<file path="src/rtl/urv_dm_wb_bridge_pkg.sv">
// Shared types and software-visible constants for the uRV data-memory Wishbone bridge.
// The error-data word lives here so firmware-visible values stay in one place.
package urv_dm_wb_bridge_pkg;

    localparam logic [31:0] URV_DM_ERR_DATA = 32'hDEADBEEF;

    typedef enum logic [1:0] {
        ST_IDLE = 2'd0,
        ST_REQ  = 2'd1,
        ST_WAIT = 2'd2
    } dm_state_e;

    // Watchdog width: just wide enough for the timeout, clamped to 8..16 bits.
    function automatic int wdog_width(input int timeout);
        int w;
        w = $clog2(timeout + 1);
        if (w < 8) begin
            w = 8;
        end else if (w > 16) begin
            w = 16;
        end
        return w;
    endfunction

endpackage

</file>
<file path="src/rtl/urv_dm_wb_bridge.sv">
// uRV data-memory port to pipelined Wishbone B4 master: one bus transaction per
// load/store pulse, registered done pulses, sticky error flags and a bus watchdog.
//
// state   | meaning
// --------+----------------------------------------------------------
// IDLE    | no transaction; a load/store pulse starts one
// REQ     | cyc=1 stb=1, waiting for the slave to drop stall
// WAIT    | cyc=1 stb=0, waiting for ack/err (or watchdog expiry)
module urv_dm_wb_bridge
    import urv_dm_wb_bridge_pkg::*;
#(
    parameter int          g_timeout  = 255,
    parameter logic [31:0] g_err_data = URV_DM_ERR_DATA
) (
    input  logic        clk_i,
    input  logic        rst_n_i,

    input  logic [31:0] dm_addr_i,
    input  logic [31:0] dm_data_s_i,
    input  logic [3:0]  dm_data_select_i,
    input  logic        dm_store_i,
    input  logic        dm_load_i,
    output logic [31:0] dm_data_l_o,
    output logic        dm_load_done_o,
    output logic        dm_store_done_o,

    output logic        wb_cyc_o,
    output logic        wb_stb_o,
    output logic        wb_we_o,
    output logic [31:0] wb_adr_o,
    output logic [31:0] wb_dat_o,
    output logic [3:0]  wb_sel_o,
    input  logic [31:0] wb_dat_i,
    input  logic        wb_ack_i,
    input  logic        wb_err_i,
    input  logic        wb_stall_i,

    output logic        bus_err_o,
    output logic        proto_err_o,
    output logic [31:0] err_addr_o,
    input  logic        err_clr_i
);

    localparam int            CW        = wdog_width(g_timeout);
    localparam logic [CW-1:0] WDOG_LOAD = CW'(g_timeout);
    localparam bit            WDOG_EN   = (g_timeout != 0);

    dm_state_e     state;
    logic [CW-1:0] wdog_cnt;

    logic busy;
    logic req_any;
    logic tmo;
    logic done_now;
    logic fail_now;
    logic proto_set;

    assign busy    = (state != ST_IDLE);
    assign req_any = dm_load_i | dm_store_i;

    // Down-counter loaded with the timeout; expiry when the edge would take it to zero,
    // which is the edge where an up-count from zero would reach g_timeout.
    assign tmo = WDOG_EN && (wdog_cnt == CW'(1));

    assign done_now  = busy & (wb_ack_i | wb_err_i | tmo);
    assign fail_now  = busy & (wb_err_i | (tmo & ~wb_ack_i));
    assign proto_set = (~busy & dm_load_i & dm_store_i) | (busy & req_any);

    always_ff @(posedge clk_i or negedge rst_n_i) begin
        if (!rst_n_i) begin
            state           <= ST_IDLE;
            wdog_cnt        <= '0;
            wb_cyc_o        <= 1'b0;
            wb_stb_o        <= 1'b0;
            wb_we_o         <= 1'b0;
            wb_adr_o        <= '0;
            wb_dat_o        <= '0;
            wb_sel_o        <= '0;
            dm_data_l_o     <= '0;
            dm_load_done_o  <= 1'b0;
            dm_store_done_o <= 1'b0;
            bus_err_o       <= 1'b0;
            proto_err_o     <= 1'b0;
            err_addr_o      <= '0;
        end else begin
            dm_load_done_o  <= 1'b0;
            dm_store_done_o <= 1'b0;

            case (state)
                ST_IDLE: begin
                    if (req_any) begin
                        wb_cyc_o <= 1'b1;
                        wb_stb_o <= 1'b1;
                        wb_we_o  <= dm_store_i;
                        wb_adr_o <= dm_addr_i;
                        wb_dat_o <= dm_data_s_i;
                        wb_sel_o <= dm_data_select_i;
                        wdog_cnt <= WDOG_LOAD;
                        state    <= ST_REQ;
                    end
                end

                ST_REQ, ST_WAIT: begin
                    if (done_now) begin
                        wb_cyc_o <= 1'b0;
                        wb_stb_o <= 1'b0;
                        state    <= ST_IDLE;
                        if (wb_we_o) begin
                            dm_store_done_o <= 1'b1;
                        end else begin
                            dm_load_done_o <= 1'b1;
                            dm_data_l_o    <= fail_now ? g_err_data : wb_dat_i;
                        end
                    end else begin
                        if (WDOG_EN) begin
                            wdog_cnt <= wdog_cnt - CW'(1);
                        end
                        if (state == ST_REQ && !wb_stall_i) begin
                            wb_stb_o <= 1'b0;
                            state    <= ST_WAIT;
                        end
                    end
                end

                default: begin
                    wb_cyc_o <= 1'b0;
                    wb_stb_o <= 1'b0;
                    state    <= ST_IDLE;
                end
            endcase

            // A clear in the same cycle as a new error wins; that error is lost.
            if (err_clr_i) begin
                bus_err_o   <= 1'b0;
                proto_err_o <= 1'b0;
                err_addr_o  <= '0;
            end else begin
                if (fail_now) begin
                    bus_err_o <= 1'b1;
                    if (!bus_err_o) begin
                        err_addr_o <= wb_adr_o;
                    end
                end
                if (proto_set) begin
                    proto_err_o <= 1'b1;
                end
            end
        end
    end

endmodule

</file>
<file path="config.mk">
export PLATFORM = sky130hd
export DESIGN_NAME = urv_dm_wb_bridge
export DESIGN_NICKNAME = d
export VERILOG_FILES = /design/src/rtl/urv_dm_wb_bridge_pkg.sv /design/src/rtl/urv_dm_wb_bridge.sv
export SDC_FILE = /design/constraint.sdc
export NUM_CORES = 1
export LEC_CHECK = 0
export ABC_CLOCK_PERIOD_IN_PS = 4600
export BUFFER_PORTS_ARGS = -buffer_cell sky130_fd_sc_hd__buf_2
export CORE_UTILIZATION = 37
export CTS_CLUSTER_DIAMETER = 50
export DETAILED_ROUTE_END_ITERATION = 8
export HOLD_SLACK_MARGIN = 0.1
export PLACE_DENSITY_LB_ADDON = 0.12
export REMOVE_ABC_BUFFERS = 1
export SLEW_MARGIN = 20
export SYNTH_ARGS = -nofsm -noshare
export SYNTH_HDL_FRONTEND = slang
export SYNTH_SLANG_ARGS = --single-unit
</file>
<file path="constraint.sdc">
create_clock -name clk_i -period 4.6 [get_ports clk_i]
set_input_delay 0.69 -clock clk_i [delete_from_list [all_inputs] [get_ports clk_i]]
set_output_delay 0.69 -clock clk_i [all_outputs]
set_load 0.03 [all_outputs]
</file>
==> flow_summary.toml, run 1 <==
[clock_tree]
cts_hold_buffers = 0
clk_latency_ns = 0.42
cts.clk_slew.worst_paths_ns = 0.06
cts_tree = "done"
cts_setup_buffers = 0
ctsResizeCount = 0
cts_max_path_buffers = 2
root_buffer = "clkbuf_16"
htree_levels = 4
cts.sinks = 149
cts_buffers = 17

[timing]
fin_tns_setup_ns = 0
whs_ns = 0.358
finalCriticalPeriod_ns = 2.83
post-route-period-util_pct = 61.5
fin_ws_ns = 1.77
tightest_slew_ns = 0.998
fin_worst_skew_ns = 0.00646
drv_slew = 0
fmax_mhz = 354
setup_viol = 0
max_slew_margin_pct = 33.4
rsz0062_at_grt = "false"
hold_violations = 0

[route]
via_per_inst = 4.83
drt-met1-wl_um = 7360
wire_per_inst_um = 15.5
route.met3.wl_um = 1360
drtPass1Iterations = 5
wl_um = 16700
vias = 5223
ant_nets = 0
drt_iter0_markers = 299
met2_wirelength_um = 7780
top_layer = "met4"
drc = 0

[placed_design]
io_buffer_count = 246
pre_cts_ws_ns = 1.73
place_congestion = 0.762
dpl.hpwl_um = 11600

[floorplan]
io_pins = 247
fp.coreArea_sq_mm = 0.0168
die_h_um = 134
die_area_sq_mm = 0.0179
start_util_pct = 38.3
die_w_um = 134
rows = 47

[finish]
final_cell_mix = "buf_2 (245), nand2_1 (212), dfrtp_1 (149)"
syn_to_final_growth_pct = 30.2
regArea_sq_mm = 0.00373
final_common_cell = "buf_2"
multiInputGateArea_sq_mm = 0.00245
nNetsFinal = 962
diodes = 0
fillers = 1563
drive_gt1_share_pct = 38.6

[critical_path]
worstReg2RegStart = "wdog_cnt[1]"
critPathLaunch = "wdog_cnt[1]"
required_ns = 4.94
worst-path-max-fanout = 24
cp-start-kind = "flip-flop"
endpoint_kind = "flip-flop"
path_class = "reg -> reg"
critPathArrivalTime_ns = 3.17

[logic_synthesis]
synthFlopType = "dfrtp_1"
synth_edf_count = 0
synth-seq-cells = 149
synth_cells = 613
synth.yosys.seq_area_share_pct = 58.1
yosysWarnings = 0
mappedNetlistArea_sq_mm = 0.00641
synth_area_per_cell_sq_um = 10.5
synth-async-reset-ratio_pct = 100
synth_cell_types = 49

[grt]
grt_remaining_overflow = 0
grt_pass1_vias = 5273
antenna_found_initial = 0
grt_max_degree = 94
grt_usage_pct = 19.6
grt_pass1_wl_um = 27200

[power_and_ir_drop]
p_leak_nw = 4.26
power_density_mw_per_mm2 = 788
totalPowerFinal_w = 0.00658
peakVddDrop_mv = 0.393

[run]
max-cap-violations = 0

[run_status]
outcome = "complete, no violations"

[worst_hold_path]
hold_class = "in -> async"
layer usage:
layer  track usage [%]  up-vias
li1                  -     2468
met1              25.2     2532
met2              31.0      203
met3              6.51       20
met4              6.94        0
met5                 0        -
final cells by class:
class,count,share of cell area [%]
multi-input combinational,419,29.3
timing repair buffer,252,15.4
clock inverter,12,1.23
sequential,149,44.7
tap,220,3.30
inverter,9,0.555
clock buffer,20,5.59
synth_stat cells (2+ instances only):
| master | n | area (sq um) |
|---|---|---|
| or3_2 | 2 | 15.0 |
| nand2_1 | 212 | 796 |
| o21ai_0 | 5 | 25.0 |
| ha_1 | 6 | 75.1 |
| inv_1 | 8 | 30.0 |
| o22a_2 | 24 | 240 |
| buf_12 | 2 | 40.0 |
| buf_6 | 5 | 56.3 |
| nand4_1 | 2 | 12.5 |
| clkbuf_1 | 28 | 105 |
| mux2i_1 | 36 | 360 |
| nor2b_1 | 5 | 31.3 |
| dfrtp_1 | 149 | 3730 |
| o211ai_1 | 3 | 22.5 |
| a21oi_1 | 6 | 30.0 |
| nand2b_1 | 65 | 407 |
| a211oi_1 | 2 | 15.0 |
| a22o_2 | 8 | 80.1 |
| a2111oi_0 | 3 | 26.3 |
| nor2_1 | 12 | 45.0 |
| or3_1 | 2 | 12.5 |
state kept, by name (all words and copies together), names as in the netlist:
name	cells
wb_cyc_o	1
wb_sel_o	4
dm_store_done_o	1
state	2
bus_err_o	1
wb_stb_o	1
proto_err_o	1
wb_adr_o	32
err_addr_o	32
dm_data_l_o	32
wb_dat_o	32
dm_load_done_o	1
wdog_cnt	8
wb_we_o	1
kinds of logic after synthesis:
kind of cell	Yosys count	share of synthesized area [%]
AO/OA/AOI/OAI	64	8.66
AND/OR/NAND/NOR	311	22.2
buffers and inverters	45	3.92
flip-flops	149	58.1
multiplexers	37	5.79
adder cells (fa/ha/maj)	6	1.17
XOR/XNOR	1	0.137
final timing paths:
path,to,cells after the start,slack [ns]
worst min-delay path,err_addr_o[20],1,0.36
max in group asynchronous,dm_data_l_o[21],2,3.28
min in group clk_i,wb_dat_o[23],3,0.46
worst min register to register,wb_dat_o[24],2,0.47
worst max-delay path,err_addr_o[28],7,1.77
worst max register to register,err_addr_o[28],7,1.77
power breakdown:
part | internal, W | switching (W) | total [W]
Clock | 0.000784 | 0.000546 | 0.00133
Sequential | 0.00186 | 0.000354 | 0.00221
Combinational | 0.000937 | 0.00210 | 0.00304
Total | 0.00358 | 0.00300 | 0.00658
metrics by stage:
stage | instance area (sq um) | cells | utilization (%)
floorplan | 6210 | 577 | -
global placement | 7780 | 1049 | 46.4
detailed placement | 7780 | 1049 | 46.4
CTS | 8350 | 1081 | 49.8
global route | 8350 | 1081 | 49.8
finish | 8350 | 1081 | 49.8
critical path, cell delays in order (launching register included):
cell and delay, ns:
dfrtp_1 0.43, inv_1 0.10, ha_1 0.14, or3b_2 0.49, o31a_2 0.34, nor3_4 0.47
buf_4 0.51, mux2i_1 0.25
Power figures use the tool's default switching activity.
==> run 2: changes to the inputs <==
Settings changed: ABC_CLOCK_PERIOD_IN_PS 4600 to 2500.
Clock period 4.6 ns to 2.5 ns, I/O delays scaled along.
==> run 2 against run 1 <==
Net effect:
- critical path type unchanged
- routed wire length grew 0.74%
- highest routed layer unchanged
- via count grew 0.54%
- setup slack lost 1.7 ns
- register-to-register slack lost 1.7 ns
- clock skew grew 0.0049 ns
==> flow_summary.toml, run 2 (synthesis results as in run 1) <==
[grt]
grt_usage_pct = 19.6
grt_pass1_vias = 5349
grt_remaining_overflow = 0
grt_pass1_wl_um = 27300
grt_max_degree = 67
antenna_found_initial = 0

[timing]
fin_ws_ns = 0.0603
post-route-period-util_pct = 97.6
finalCriticalPeriod_ns = 2.44
fin_worst_skew_ns = 0.0113
max_slew_margin_pct = 39.7
tightest_slew_ns = 0.905
fin_tns_setup_ns = 0
whs_ns = 0.147
fmax_mhz = 410
rsz0062_at_grt = "false"
setup_viol = 0
hold_violations = 0
drv_slew = 0

[power_and_ir_drop]
power_density_mw_per_mm2 = 1460
combinationalPowerShare_pct = 46.3
switchingPower_w = 0.00552
peakVddDrop_mv = 0.704
p_int_w = 0.00689
swShare_pct = 44.5
clkPwrFrac_pct = 21.2
p_leak_nw = 4.34
seq_power_share_pct = 32.5

[route]
drt_iter0_markers = 187
via_per_inst = 4.82
wire_per_inst_um = 15.5
vias = 5251
ant_nets = 0
drc = 0
drtPass1Iterations = 4
wl_um = 16900

[placed_design]
dp_cells = 1059
place_congestion = 0.822
io_buffer_count = 246
dpl.hpwl_um = 11800
pre_cts_ws_ns = 0.0876

[finish]
drive_gt1_share_pct = 39.1
fin_cells = 1089
multiInputGateArea_sq_mm = 0.00246
final_common_cell = "buf_2"
syn_to_final_growth_pct = 32.6
regArea_sq_mm = 0.00373
nNetsFinal = 973
finish.utilization_pct = 50.7
fillers = 1593
final_cell_mix = "buf_2 (245), nand2_1 (212), dfrtp_1 (149)"
diodes = 0

[floorplan]
io_pins = 247
start_util_pct = 38.3
die_area_sq_mm = 0.0179
rows = 47
die_h_um = 134
fp.coreArea_sq_mm = 0.0168
die_w_um = 134

[critical_path]
path_class = "reg -> reg"
worstPathCellList = "inv_1 -> ha_1 -> or3b_2 -> o21a_4 -> or3_1 -> a22o_2"
cp_slowest_cell = "or3_1"
endpoint_kind = "flip-flop"
r2r_slack_ns = 0.06
max_stage_delay_ns = 0.56
critPathArrivalTime_ns = 2.74
worst-path-max-fanout = 9
required_ns = 2.80
cp-start-kind = "flip-flop"

[clock_tree]
cts_max_path_buffers = 2
cts.clk_slew.worst_paths_ns = 0.06
htree_levels = 4
cts.sinks = 149
cts_buffers = 17
root_buffer = "clkbuf_16"
clk_latency_ns = 0.41
cts_tree = "done"

[run_status]
outcome = "complete, no violations"

[run]
max-cap-violations = 0

[worst_hold_path]
hold_class = "in -> reg"
run 2: worst max-delay path, delay by kind of cell (launching register included):
kind	cells	cell delay, ns
AND/OR/NAND/NOR	2	1.08
AO/OA/AOI/OAI	2	0.56
flip-flops	1	0.42
adder cells (fa/ha/maj)	1	0.16
buffers and inverters	1	0.10
run 2: routing by layer:
metal	GRT usage, %	vias up	routed length, um
li1	-	2494	-
met1	24.5	2521	7320
met2	32.0	214	7840
met3	6.32	22	1450
met4	6.25	0	247
met5	0	-	0
run 2: power by group through the flow:
stage | combinational [W] | sequential, W | clock, W
after floorplan | 0.00202 | 0.00591 | 0
after global placement | 0.00567 | 0.00402 | 0
after detailed placement | 0.00578 | 0.00407 | 0
after CTS | 0.00579 | 0.00404 | 0.00271
after global routing | 0.00620 | 0.00417 | 0.00282
final | 0.00575 | 0.00403 | 0.00263
run 2: what timing repair did:
action                                  4_1_cts  5_1_grt
hold buffers                                  1        0
endpoints found under the setup margin        0        4
gates resized for setup                       0        4
hold endpoints to repair                     32        0
setup buffers                                 0        0
run 2: path summary, 6_finish.rpt:
kind | from | to | cells after the start
max | wdog_cnt[1] | dm_data_l_o[17] | 6
min reg2reg | wb_dat_o[15] | wb_dat_o[15] | 2
max in group asynchronous | rst_n_i | dm_data_l_o[7] | 3
min | dm_addr_i[28] | wb_adr_o[28] | 3
max reg2reg | wdog_cnt[1] | dm_data_l_o[17] | 6
min in group asynchronous | rst_n_i | wb_adr_o[14] | 2
run 2: area by class of cell:
type	count	area share, %
well taps	220	3.24
flip-flops and latches	149	43.8
clock inverters	8	1.46
multi-input cells	419	28.9
repair buffers	263	16.4
inverters	9	0.544
clock buffers	21	5.65
run 2: through the flow:
step | power [W] | area, sq um
after floorplan | 0.00792 | 6210
after global placement | 0.00969 | 7880
after detailed placement | 0.00985 | 7880
after CTS | 0.0125 | 8490
after global routing | 0.0132 | 8500
final | 0.0124 | 8500
==> run 3: changes to the inputs <==
==> constraint.sdc (replaced) <==
create_clock -name clk_i -period 2.5 [get_ports clk_i]
set_input_delay 0 -clock clk_i [delete_from_list [all_inputs] [get_ports clk_i]]
set_output_delay 0 -clock clk_i [all_outputs]
set_load 0.03 [all_outputs]
==> run 3 against run 2 <==
Net effect:
- sequential power barely moved
- clock power fell by 5%
- register-to-register slack improved by 0.05 ns
- maximum frequency rose by 2.0%
- utilization rose by 6.1 points
- sequential cell count did not move
- cell count rose by 9.6%
- sequential share of layout area fell by 4.7 points
- clock-buffer cell count fell by 2
- critical path depth fell by 1
- die area did not move
- global-route usage rose by 0.78 points
- critical path type unchanged
==> flow_summary.toml, run 3 (synthesis results as in run 1) <==
[power_and_ir_drop]
switchingPower_w = 0.00558
peakVddDrop_mv = 0.720
p_int_w = 0.00685
power_density_mw_per_mm2 = 1300
seq_power_share_pct = 32.5
swShare_pct = 44.9
combinationalPowerShare_pct = 47.4
clkPwrFrac_pct = 20.0
p_leak_nw = 4.75

[placed_design]
io_buffer_count = 246
place_congestion = 0.850
place_area_sq_mm = 0.00787
dpl.hpwl_um = 11500

[clock_tree]
clk_latency_ns = 0.41
cts_buffers = 17
cts_tree = "done"
cts_setup_buffers = 0
cts.sinks = 149
cts_max_path_buffers = 2
htree_levels = 4
root_buffer = "clkbuf_16"
cts.clk_slew.worst_paths_ns = 0.06

[timing]
rsz0062_at_grt = "true"
tightest_slew_ns = 0.898
fin_tns_setup_ns = 0
post-route-period-util_pct = 95.7
max_slew_margin_pct = 40.2
fin_worst_skew_ns = 0.00670
hold_violations = 0
setup_viol = 0
fmax_mhz = 418
drv_slew = 0
finalCriticalPeriod_ns = 2.39
whs_ns = 0.145

[grt]
grt_usage_pct = 20.4
grt_remaining_overflow = 0
grt_pass1_wl_um = 28700
antenna_found_initial = 0
grt_pass1_vias = 5763
grt_max_degree = 67

[route]
wl_um = 17400
drt_iter0_markers = 267
drtPass1Iterations = 4
wire_per_inst_um = 14.6
ant_nets = 0
vias = 5626
via_per_inst = 4.71
drc = 0

[worst_hold_path]
hold_class = "in -> async"

[finish]
nNetsFinal = 1076
diodes = 0
design_area_sq_mm = 0.00952
fillers = 1438
final_common_cell = "buf_2"
syn_to_final_growth_pct = 48.5
final_cell_mix = "buf_2 (245), nand2_1 (212), dfrtp_1 (149)"
drive_gt1_share_pct = 34.7

[floorplan]
die_area_sq_mm = 0.0179
fp.coreArea_sq_mm = 0.0168
rows = 47
die_h_um = 134
die_w_um = 134
start_util_pct = 38.3
io_pins = 247

[critical_path]
cp-start-kind = "flip-flop"
worst-path-max-fanout = 24
endpoint_kind = "flip-flop"
required_ns = 2.80
path_class = "reg -> reg"
critPathArrivalTime_ns = 2.70

[run]
max-cap-violations = 0

[run_status]
outcome = "complete, no violations"
run 3: area by class of cell:
type                       count  area [sq um]  share of cell area (%)
multi-input combinational    419          2450                    25.8
timing repair buffer         366          2440                    25.7
tap                          220           275                    2.89
clock buffer                  19           443                    4.65
inverter                       9          46.3                   0.486
sequential                   149          3730                    39.2
clock inverter                12           131                    1.38
run 3: path summary, 6_finish.rpt:
kind	cells after the start	slack, ns	start	end
min in group clk_i	2	0.24	err_clr_i	proto_err_o
worst min-delay path	2	0.14	rst_n_i	err_addr_o[19]
worst max-delay path	5	0.11	state[0]	dm_data_l_o[28]
max in group asynchronous	3	1.59	rst_n_i	dm_data_l_o[16]
worst max register to register	5	0.11	state[0]	dm_data_l_o[28]
worst min register to register	2	0.47	wb_dat_o[9]	wb_dat_o[9]
run 3: routing by layer:
metal  up-vias  routed length [um]  track usage, %
met5         -                   0               0
met4         0                 352            8.14
met3        28                1010            5.02
met2       205                8230            32.9
met1      2695                7830            26.2
li1       2698                   -               -
run 3: power groups by stage:
stage	combinational, W	clock (W)	sequential [W]
after detailed placement	0.00579	0	0.00406
after global routing	0.00636	0.00267	0.00418
after global placement	0.00569	0	0.00402
final	0.00590	0.00249	0.00404
after floorplan	0.00202	0	0.00591
after CTS	0.00593	0.00255	0.00404
run 3: worst max-delay path, cell delays in order (launching register included):
cell and delay, ns:
dfrtp_1 0.40, inv_1 0.09, ha_1 0.40, nand2_1 0.15
or4b_2 0.92, o22a_2 0.31
run 3: repair_timing:
item	in CTS	in global routing
endpoints found under the hold margin	195	0
endpoints found under the setup margin	0	9
gates resized for setup	0	4
hold buffers	107	0
run 3: metrics by stage:
step / setup slack (ns) / std cells / util, % / total power, W
floorplan: -2.64 / 577 / - / 0.00792
global placement: 0.154 / 1056 / 47.0 / 0.00971
detailed placement: 0.0882 / 1056 / 47.0 / 0.00984
CTS: 0.0770 / 1194 / 56.8 / 0.0125
global route: -0.0369 / 1194 / 56.8 / 0.0132
finish: 0.108 / 1194 / 56.8 / 0.0124
